[src/rtl/riscv_lsu_pkg.sv]
// Shared types and decode helpers for the RV32I load/store unit.
// CONFIG_RISCV_LSU_MISALIGN_EN adds the BEAT1 state for word-crossing accesses.
package riscv_lsu_pkg;

  typedef enum logic [2:0] {
    LSU_LB, LSU_LH, LSU_LW, LSU_LBU, LSU_LHU, LSU_SB, LSU_SH, LSU_SW
  } lsu_op_e;

  typedef enum logic [1:0] {
    ST_IDLE,
    ST_BEAT0,
`ifdef CONFIG_RISCV_LSU_MISALIGN_EN
    ST_BEAT1,
`endif
    ST_RESP
  } lsu_state_e;

  // Access size: 0 = byte, 1 = halfword, 2 = word.
  function automatic logic [1:0] op_size(lsu_op_e op);
    case (op)
      LSU_LB, LSU_LBU, LSU_SB: op_size = 2'd0;
      LSU_LH, LSU_LHU, LSU_SH: op_size = 2'd1;
      default:                 op_size = 2'd2;
    endcase
  endfunction

  function automatic logic op_is_store(lsu_op_e op);
    op_is_store = (op == LSU_SB) || (op == LSU_SH) || (op == LSU_SW);
  endfunction

  function automatic logic op_is_signed(lsu_op_e op);
    op_is_signed = (op == LSU_LB) || (op == LSU_LH);
  endfunction

  function automatic logic [3:0] size_mask(logic [1:0] size);
    case (size)
      2'd0:    size_mask = 4'b0001;
      2'd1:    size_mask = 4'b0011;
      default: size_mask = 4'b1111;
    endcase
  endfunction

  function automatic logic op_misaligned(lsu_op_e op, logic [1:0] off);
    case (op_size(op))
      2'd0:    op_misaligned = 1'b0;
      2'd1:    op_misaligned = off[0];
      default: op_misaligned = (off != 2'd0);
    endcase
  endfunction

  // True when the access spills into the next word.
  function automatic logic op_crosses(lsu_op_e op, logic [1:0] off);
    case (op_size(op))
      2'd0:    op_crosses = 1'b0;
      2'd1:    op_crosses = (off == 2'd3);
      default: op_crosses = (off != 2'd0);
    endcase
  endfunction

endpackage

[src/rtl/riscv_lsu_lane.sv]
// Combinational lane steering: store byte enables/data across two words,
// and load extraction plus sign/zero extension from a two-word window.
module lsu_lane
  import riscv_lsu_pkg::*;
(
  input  lsu_op_e     op_i,
  input  logic [1:0]  off_i,
  input  logic [31:0] wdata_i,
  input  logic [31:0] rd_lo_i,
  input  logic [31:0] rd_hi_i,
  output logic [3:0]  be_lo_o,
  output logic [3:0]  be_hi_o,
  output logic [31:0] wd_lo_o,
  output logic [31:0] wd_hi_o,
  output logic [31:0] rdata_o
);

  logic [7:0]  be_wide;
  logic [63:0] wd_wide;
  logic [31:0] wmask;
  logic [31:0] rd_sel;
  logic        sext;

  always_comb begin
    case (op_size(op_i))
      2'd0:    wmask = 32'h0000_00ff;
      2'd1:    wmask = 32'h0000_ffff;
      default: wmask = 32'hffff_ffff;
    endcase
    be_wide = {4'b0000, size_mask(op_size(op_i))} << off_i;
    wd_wide = {32'h0, wdata_i & wmask} << {off_i, 3'b000};
    be_lo_o = be_wide[3:0];
    be_hi_o = be_wide[7:4];
    wd_lo_o = wd_wide[31:0];
    wd_hi_o = wd_wide[63:32];

    // Little-endian window: the low word holds the first addressed byte.
    rd_sel = 32'({rd_hi_i, rd_lo_i} >> {off_i, 3'b000});
    sext   = op_is_signed(op_i);
    case (op_size(op_i))
      2'd0:    rdata_o = {{24{sext & rd_sel[7]}}, rd_sel[7:0]};
      2'd1:    rdata_o = {{16{sext & rd_sel[15]}}, rd_sel[15:0]};
      default: rdata_o = rd_sel;
    endcase
  end

endmodule

[src/rtl/riscv_lsu.sv]
// RV32I load/store unit: request FSM, bus handshake with timeout, response.
// Define CONFIG_RISCV_LSU_MISALIGN_EN to service misaligned accesses in hardware.
module riscv_lsu
  import riscv_lsu_pkg::*;
#(
  parameter int TIMEOUT_CYCLES = 16,
  parameter int ADDR_W         = 32
) (
  input  logic              clk,
  input  logic              rst,
  input  logic              req_valid,
  output logic              req_ready,
  input  lsu_op_e           op,
  input  logic [ADDR_W-1:0] addr,
  input  logic [31:0]       wdata,
  output logic              rsp_valid,
  output logic [31:0]       rdata,
  output logic              err,
  output logic              busy,
  output logic              mem_req,
  output logic              mem_we,
  output logic [3:0]        mem_be,
  output logic [ADDR_W-1:0] mem_addr,
  output logic [31:0]       mem_wd,
  input  logic              mem_ack,
  input  logic [31:0]       mem_rd
);

  localparam int CNT_W = $clog2(TIMEOUT_CYCLES + 1);

  lsu_state_e        state_q, state_d;
  lsu_op_e           op_q, op_d;
  logic [ADDR_W-1:0] addr_q, addr_d;
  logic [31:0]       wdata_q, wdata_d;
  logic [CNT_W-1:0]  cnt_q, cnt_d;
  logic [31:0]       rdata_q, rdata_d;
  logic              err_q, err_d;
  logic [ADDR_W-1:0] word_addr;
  logic [31:0]       rd_lo, rd_hi, lane_rdata, wd_lo;
  logic [3:0]        be_lo;
  logic              misaligned, timed_out;
`ifdef CONFIG_RISCV_LSU_MISALIGN_EN
  logic [31:0]       merge_q, merge_d;
  logic [3:0]        be_hi;
  logic [31:0]       wd_hi;

  assign rd_lo = (state_q == ST_BEAT1) ? merge_q : mem_rd;
  assign rd_hi = (state_q == ST_BEAT1) ? mem_rd : 32'h0;
`else
  assign rd_lo = mem_rd;
  assign rd_hi = 32'h0;
`endif

  assign word_addr = {addr_q[ADDR_W-1:2], 2'b00};
  assign timed_out = (cnt_q == CNT_W'(TIMEOUT_CYCLES));

  lsu_lane u_lane (
    .op_i    (op_q),
    .off_i   (addr_q[1:0]),
    .wdata_i (wdata_q),
    .rd_lo_i (rd_lo),
    .rd_hi_i (rd_hi),
    .be_lo_o (be_lo),
`ifdef CONFIG_RISCV_LSU_MISALIGN_EN
    .be_hi_o (be_hi),
    .wd_hi_o (wd_hi),
`else
    .be_hi_o (),
    .wd_hi_o (),
`endif
    .wd_lo_o (wd_lo),
    .rdata_o (lane_rdata)
  );

  always_ff @(posedge clk) begin
    if (rst) begin
      state_q <= ST_IDLE;
      op_q    <= LSU_LB;
      addr_q  <= '0;
      wdata_q <= '0;
      cnt_q   <= '0;
      rdata_q <= '0;
      err_q   <= 1'b0;
`ifdef CONFIG_RISCV_LSU_MISALIGN_EN
      merge_q <= '0;
`endif
    end else begin
      state_q <= state_d;
      op_q    <= op_d;
      addr_q  <= addr_d;
      wdata_q <= wdata_d;
      cnt_q   <= cnt_d;
      rdata_q <= rdata_d;
      err_q   <= err_d;
`ifdef CONFIG_RISCV_LSU_MISALIGN_EN
      merge_q <= merge_d;
`endif
    end
  end

  always_comb begin
    state_d   = state_q;
    op_d      = op_q;
    addr_d    = addr_q;
    wdata_d   = wdata_q;
    cnt_d     = cnt_q;
    rdata_d   = rdata_q;
    err_d     = err_q;
`ifdef CONFIG_RISCV_LSU_MISALIGN_EN
    merge_d   = merge_q;
    misaligned = 1'b0;
`else
    misaligned = op_misaligned(op, addr[1:0]);
`endif
    req_ready = 1'b0;
    busy      = 1'b1;
    rsp_valid = 1'b0;
    rdata     = '0;
    err       = 1'b0;
    mem_req   = 1'b0;
    mem_we    = 1'b0;
    mem_be    = '0;
    mem_addr  = '0;
    mem_wd    = '0;

    case (state_q)
      ST_IDLE: begin
        req_ready = 1'b1;
        busy      = 1'b0;
        if (req_valid) begin
          op_d    = op;
          addr_d  = addr;
          wdata_d = wdata;
          cnt_d   = '0;
          rdata_d = '0;
          err_d   = misaligned;
          state_d = misaligned ? ST_RESP : ST_BEAT0;
        end
      end
      ST_BEAT0: begin
        // The cycle the counter hits the limit already has mem_req dropped.
        if (timed_out) begin
          err_d   = 1'b1;
          rdata_d = '0;
          state_d = ST_RESP;
        end else begin
          mem_req  = 1'b1;
          mem_we   = op_is_store(op_q);
          mem_be   = be_lo;
          mem_addr = word_addr;
          mem_wd   = op_is_store(op_q) ? wd_lo : 32'h0;
          if (mem_ack) begin
`ifdef CONFIG_RISCV_LSU_MISALIGN_EN
            if (op_crosses(op_q, addr_q[1:0])) begin
              merge_d = mem_rd;
              cnt_d   = '0;
              state_d = ST_BEAT1;
            end else
`endif
            begin
              rdata_d = op_is_store(op_q) ? 32'h0 : lane_rdata;
              state_d = ST_RESP;
            end
          end else begin
            cnt_d = cnt_q + CNT_W'(1);
          end
        end
      end
`ifdef CONFIG_RISCV_LSU_MISALIGN_EN
      ST_BEAT1: begin
        if (timed_out) begin
          err_d   = 1'b1;
          rdata_d = '0;
          state_d = ST_RESP;
        end else begin
          mem_req  = 1'b1;
          mem_we   = op_is_store(op_q);
          mem_be   = be_hi;
          mem_addr = word_addr + ADDR_W'(4);
          mem_wd   = op_is_store(op_q) ? wd_hi : 32'h0;
          if (mem_ack) begin
            rdata_d = op_is_store(op_q) ? 32'h0 : lane_rdata;
            state_d = ST_RESP;
          end else begin
            cnt_d = cnt_q + CNT_W'(1);
          end
        end
      end
`endif
      ST_RESP: begin
        rsp_valid = 1'b1;
        rdata     = rdata_q;
        err       = err_q;
        state_d   = ST_IDLE;
      end
      default: state_d = ST_IDLE;
    endcase
  end

endmodule

[config.mk]
export PLATFORM = sky130hd
export DESIGN_NAME = riscv_lsu
export DESIGN_NICKNAME = d
export VERILOG_FILES = /design/src/rtl/riscv_lsu_pkg.sv /design/src/rtl/riscv_lsu_lane.sv /design/src/rtl/riscv_lsu.sv
export SDC_FILE = /design/constraint.sdc
export NUM_CORES = 1
export LEC_CHECK = 0
export BUFFER_PORTS_ARGS = -buffer_cell sky130_fd_sc_hd__buf_2
export CAP_MARGIN = 20
export CORE_ASPECT_RATIO = 1.4
export CORE_MARGIN = 2
export CORE_UTILIZATION = 50
export DETAILED_ROUTE_END_ITERATION = 6
export PLACE_DENSITY = 0.78
export SLEW_MARGIN = 10
export SYNTH_ARGS = -nofsm -noshare
export SYNTH_HDL_FRONTEND = slang
export SYNTH_SLANG_ARGS = --single-unit
[constraint.sdc]
create_clock -name clk -period 4.1 [get_ports clk]
set_clock_uncertainty 0.2 [all_clocks]
set_input_delay 0.205 -clock clk [delete_from_list [all_inputs] [get_ports clk]]
set_output_delay 0.205 -clock clk [all_outputs]
set_load 0.02 [all_outputs]
==> implementation parameters <==
Parameter                              Value

Status
  Status ... completed

Power and ir drop
  Switching part of the total ... a little under a third
  Internal power ... 1810 µW
  Reported leakage power ... 0.00348 µW
  Maximum VDD drop ... between 200 and 300 µV
  Sw power ... 789 µW
  Comb power frac ... 21.5%
  Sequential cell fraction of total power ... 45.3%
  Share of power burned in the clock network ... approximately 33%
  P per Cell Area ... 339 nW/µm²

GRT
  Via count of the first global-routing pass ... 5775
  Maximum number of pins on one net before global-route repair ... 69
  Wire length of the first global-routing pass ... 28600 µm
  Residual overflow from global routing ... 0
  GR Util All Layers ... 29.3%
  Antenna violations before repair ... 0

Timing
  Final Hold Violating Endpoints ... 0
  Worst-margin pin slew ... 1.06 ns
  Fin. max-slew vios ... 0
  Setup TNS ... 0 ns
  Unrepaired setup endpoints after global routing ... false
  Max transition margin ... roughly 29%
  Time the worst path needs with I/O delays and setup ... 3.39 ns
  Maximum achievable frequency ... 295 MHz
  Crit share post-route ... 82.7%
  Number of setup violations in the final report ... 0

Critical path
  Type of element launching the critical path ... flip-flop
  Required arrival time at the worst endpoint ... 3.69 ns
  Start-to-end type of the worst setup path ... reg2out
  Top fanout value on the critical path ... 34
  Critical Path End Type ... primary output
  Data arrival time at the worst-slack endpoint ... 2.98 ns

Final layout
  Share of layout cells above drive strength 1 ... 24.1%
  Number of antenna diodes ... 0
  Synth-to-Final Area Change ... 33.6%
  Final layout net count ... 1087
  Fill cell instance count of the final layout ... 951
  Finished layout cell area ... 7650 µm²

Detailed routing
  Total vias in the final route ... around 6300
  Final wirelength ... 18500 µm
  First-pass DRT Iterations ... 5
  WL per Instance ... 16.3 µm
  Final ANT Viol Nets ... 0
  Drt initial violations ... 430
  Via density per instance ... about 5.6
  Number of design rule violations left after detail routing ... 0

Logic synthesis
  Most area-hungry cell type in the Yosys netlist ... dfxtp_1
  Yosys warnings ... 0
  Share of async-settable or async-resettable flops after synthesis ... 0%
  Synth area leaders ... dfxtp_1 37%, nand2_1 12%, a21oi_1 7.0%
  Number of instances in the synthesized netlist ... 761
  Commonest register cell after synthesis ... dfxtp_1
  Most numerous cell types in the synthesized netlist ... 176 x nand2_1, 107 x dfxtp_1, 80 x a21oi_1, 48 x clkbuf_1, 41 x and2_1
  Unique cell type count in the Yosys netlist ... 54
  Avg Cell Area, Syn ... 7.53 µm²
  Mapped cell area ... 5730 µm²
  Top-area cell type share of the netlist area ... 37.4%
  Most numerous cell in the Yosys netlist ... nand2_1
  Number of enable-type register cells in the synthesized netlist ... 0
  Proportion of synthesized chip area in sequential cells ... a little under two fifths
  Synth Register Bits ... 107

Placement
  Final weighted congestion of routability-driven global placement ... roughly 0.96
  Half-perimeter wire length after detailed placement ... 11900 µm
  I/O Buffers ... 206
  Post-Place Cell Area ... 6690 µm²

Clocking
  Total CTS buffers ... 9
  Clock insertion delay at the later pin of the skew report ... 0.34 ns
  H-Tree Level Count ... 3
  Reg clk slew, reported paths ... approximately 0.070 ns
  TritonCTS sink count ... 107
  Post-CTS Resized ... 0
  CTS tree ... built
  Buffer cell driving the clock tree root ... clkbuf_16
  Longest Clk Path Bufs ... 2

Floorplanning
  Row cnt ... 46
  Die span in y ... 131 µm
  CORE AREA ... 11300 µm²
  Die Span X ... 94.5 µm
  Number of placed I/O pins ... 209
  Starting density of the core ... a little over 50%
  Floorplan die area ... 12300 µm²

Flow run
  Max capacitance violation total ... 0

Hold path
  Hold crit path type ... in2reg
power by group through the flow:
stage	clock (µW)	combinational (µW)	sequential (µW)
after floorplan	0	385	1160
after global placement	0	495	1200
after detailed placement	0	498	1200
after CTS	870	549	1170
after global routing	908	615	1190
final	860	558	1180
final cells by class:
| type | instances | area, µm² | area share [%] |
|---|---|---|---|
| Multi-Input combinational cell | 569 | 3220 | 42.1 |
| Sequential cell | 107 | 2140 | 28.0 |
| Timing Repair Buffer | 282 | 1770 | 23.2 |
| Clock buffer | 11 | 233 | 3.04 |
| Tap cell | 144 | 180 | 2.35 |
| Clock inverter | 4 | 52.6 | 0.687 |
| Inverter | 13 | 48.8 | 0.638 |
cell families after synthesis:
kind of cell             synth area share [%]
multiplexers                             5.13
adder cells (fa/ha/maj)                 0.612
XOR/XNOR                                0.306
AND/OR/NAND/NOR                          27.7
AO/OA/AOI/OAI                            22.1
buffers and inverters                    6.68
other                                  0.0655
flip-flops                               37.4
state kept, by name (all words and copies together) (netlist names):
name / count
op_q: 3
err_q: 1
cnt_q: 5
wdata_q: 32
addr_q: 32
rdata_q: 32
state_q: 2
repair_timing:
item	in CTS	in global routing
endpoints found under the hold margin	68	0
hold buffers	68	0
setup buffers	0	0
worst max-delay path, stage by stage, from the launching register on:
cell	delay, ns
dfxtp_1	0.42
and2b_1	0.89
nand2_1	0.32
inv_2	0.13
nand3_1	0.28
a211oi_1	0.36
buf_2	0.22
metal layers:
| metal | global-route usage, % | wire length (µm) | vias to the layer above |
|---|---|---|---|
| met5 | 0 | 0 | - |
| met4 | 11.2 | 515 | 0 |
| met3 | 7.97 | 1740 | 48 |
| met2 | 50.2 | 9130 | 323 |
| met1 | 35.0 | 7070 | 2886 |
| li1 | - | - | 3054 |
through the flow:
step | utilization [%] | instances | setup WS [ns] | hold slack [ns] | power [µW]
after global placement | 59.3 | 1047 | 1.28 | 0.226 | 1690
after CTS | 67.8 | 1130 | 0.834 | 0.00805 | 2590
after detailed placement | 59.3 | 1047 | 1.22 | 0.242 | 1700
after global routing | 67.8 | 1130 | 0.490 | 0.0357 | 2710
after floorplan | - | 762 | 1.64 | 0.141 | 1540
final | 67.8 | 1130 | 0.711 | 0.0203 | 2600
worst paths after layout:
check                   from          end  slack (ns)  cells past startpoint
setup reg to reg  state_q[1]  rdata_q[14]        1.30                      4
setup / recovery  state_q[1]   mem_wd[30]        0.71                      6
hold / removal    mem_rd[25]  rdata_q[25]        0.02                      4
hold reg to reg   addr_q[27]   addr_q[27]        0.25                      2
placed cells by master, fill, tap and decap left out, types with 4 or more instances in the layout:
master,n
clkbuf_16,9
a21oi_1,80
a22o_1,25
mux2i_1,26
a2bb2oi_1,7
nand2_1,175
buf_2,206
buf_4,8
dlygate4sd3_1,68
a211oi_1,20
nand3_1,11
a32oi_1,8
nand2b_1,4
a31oi_1,17
o21ai_0,26
nor2b_1,11
and3_1,38
inv_1,11
dfxtp_1,105
nor2_1,32
and2_1,41
(Power assumes the default switching activity.)
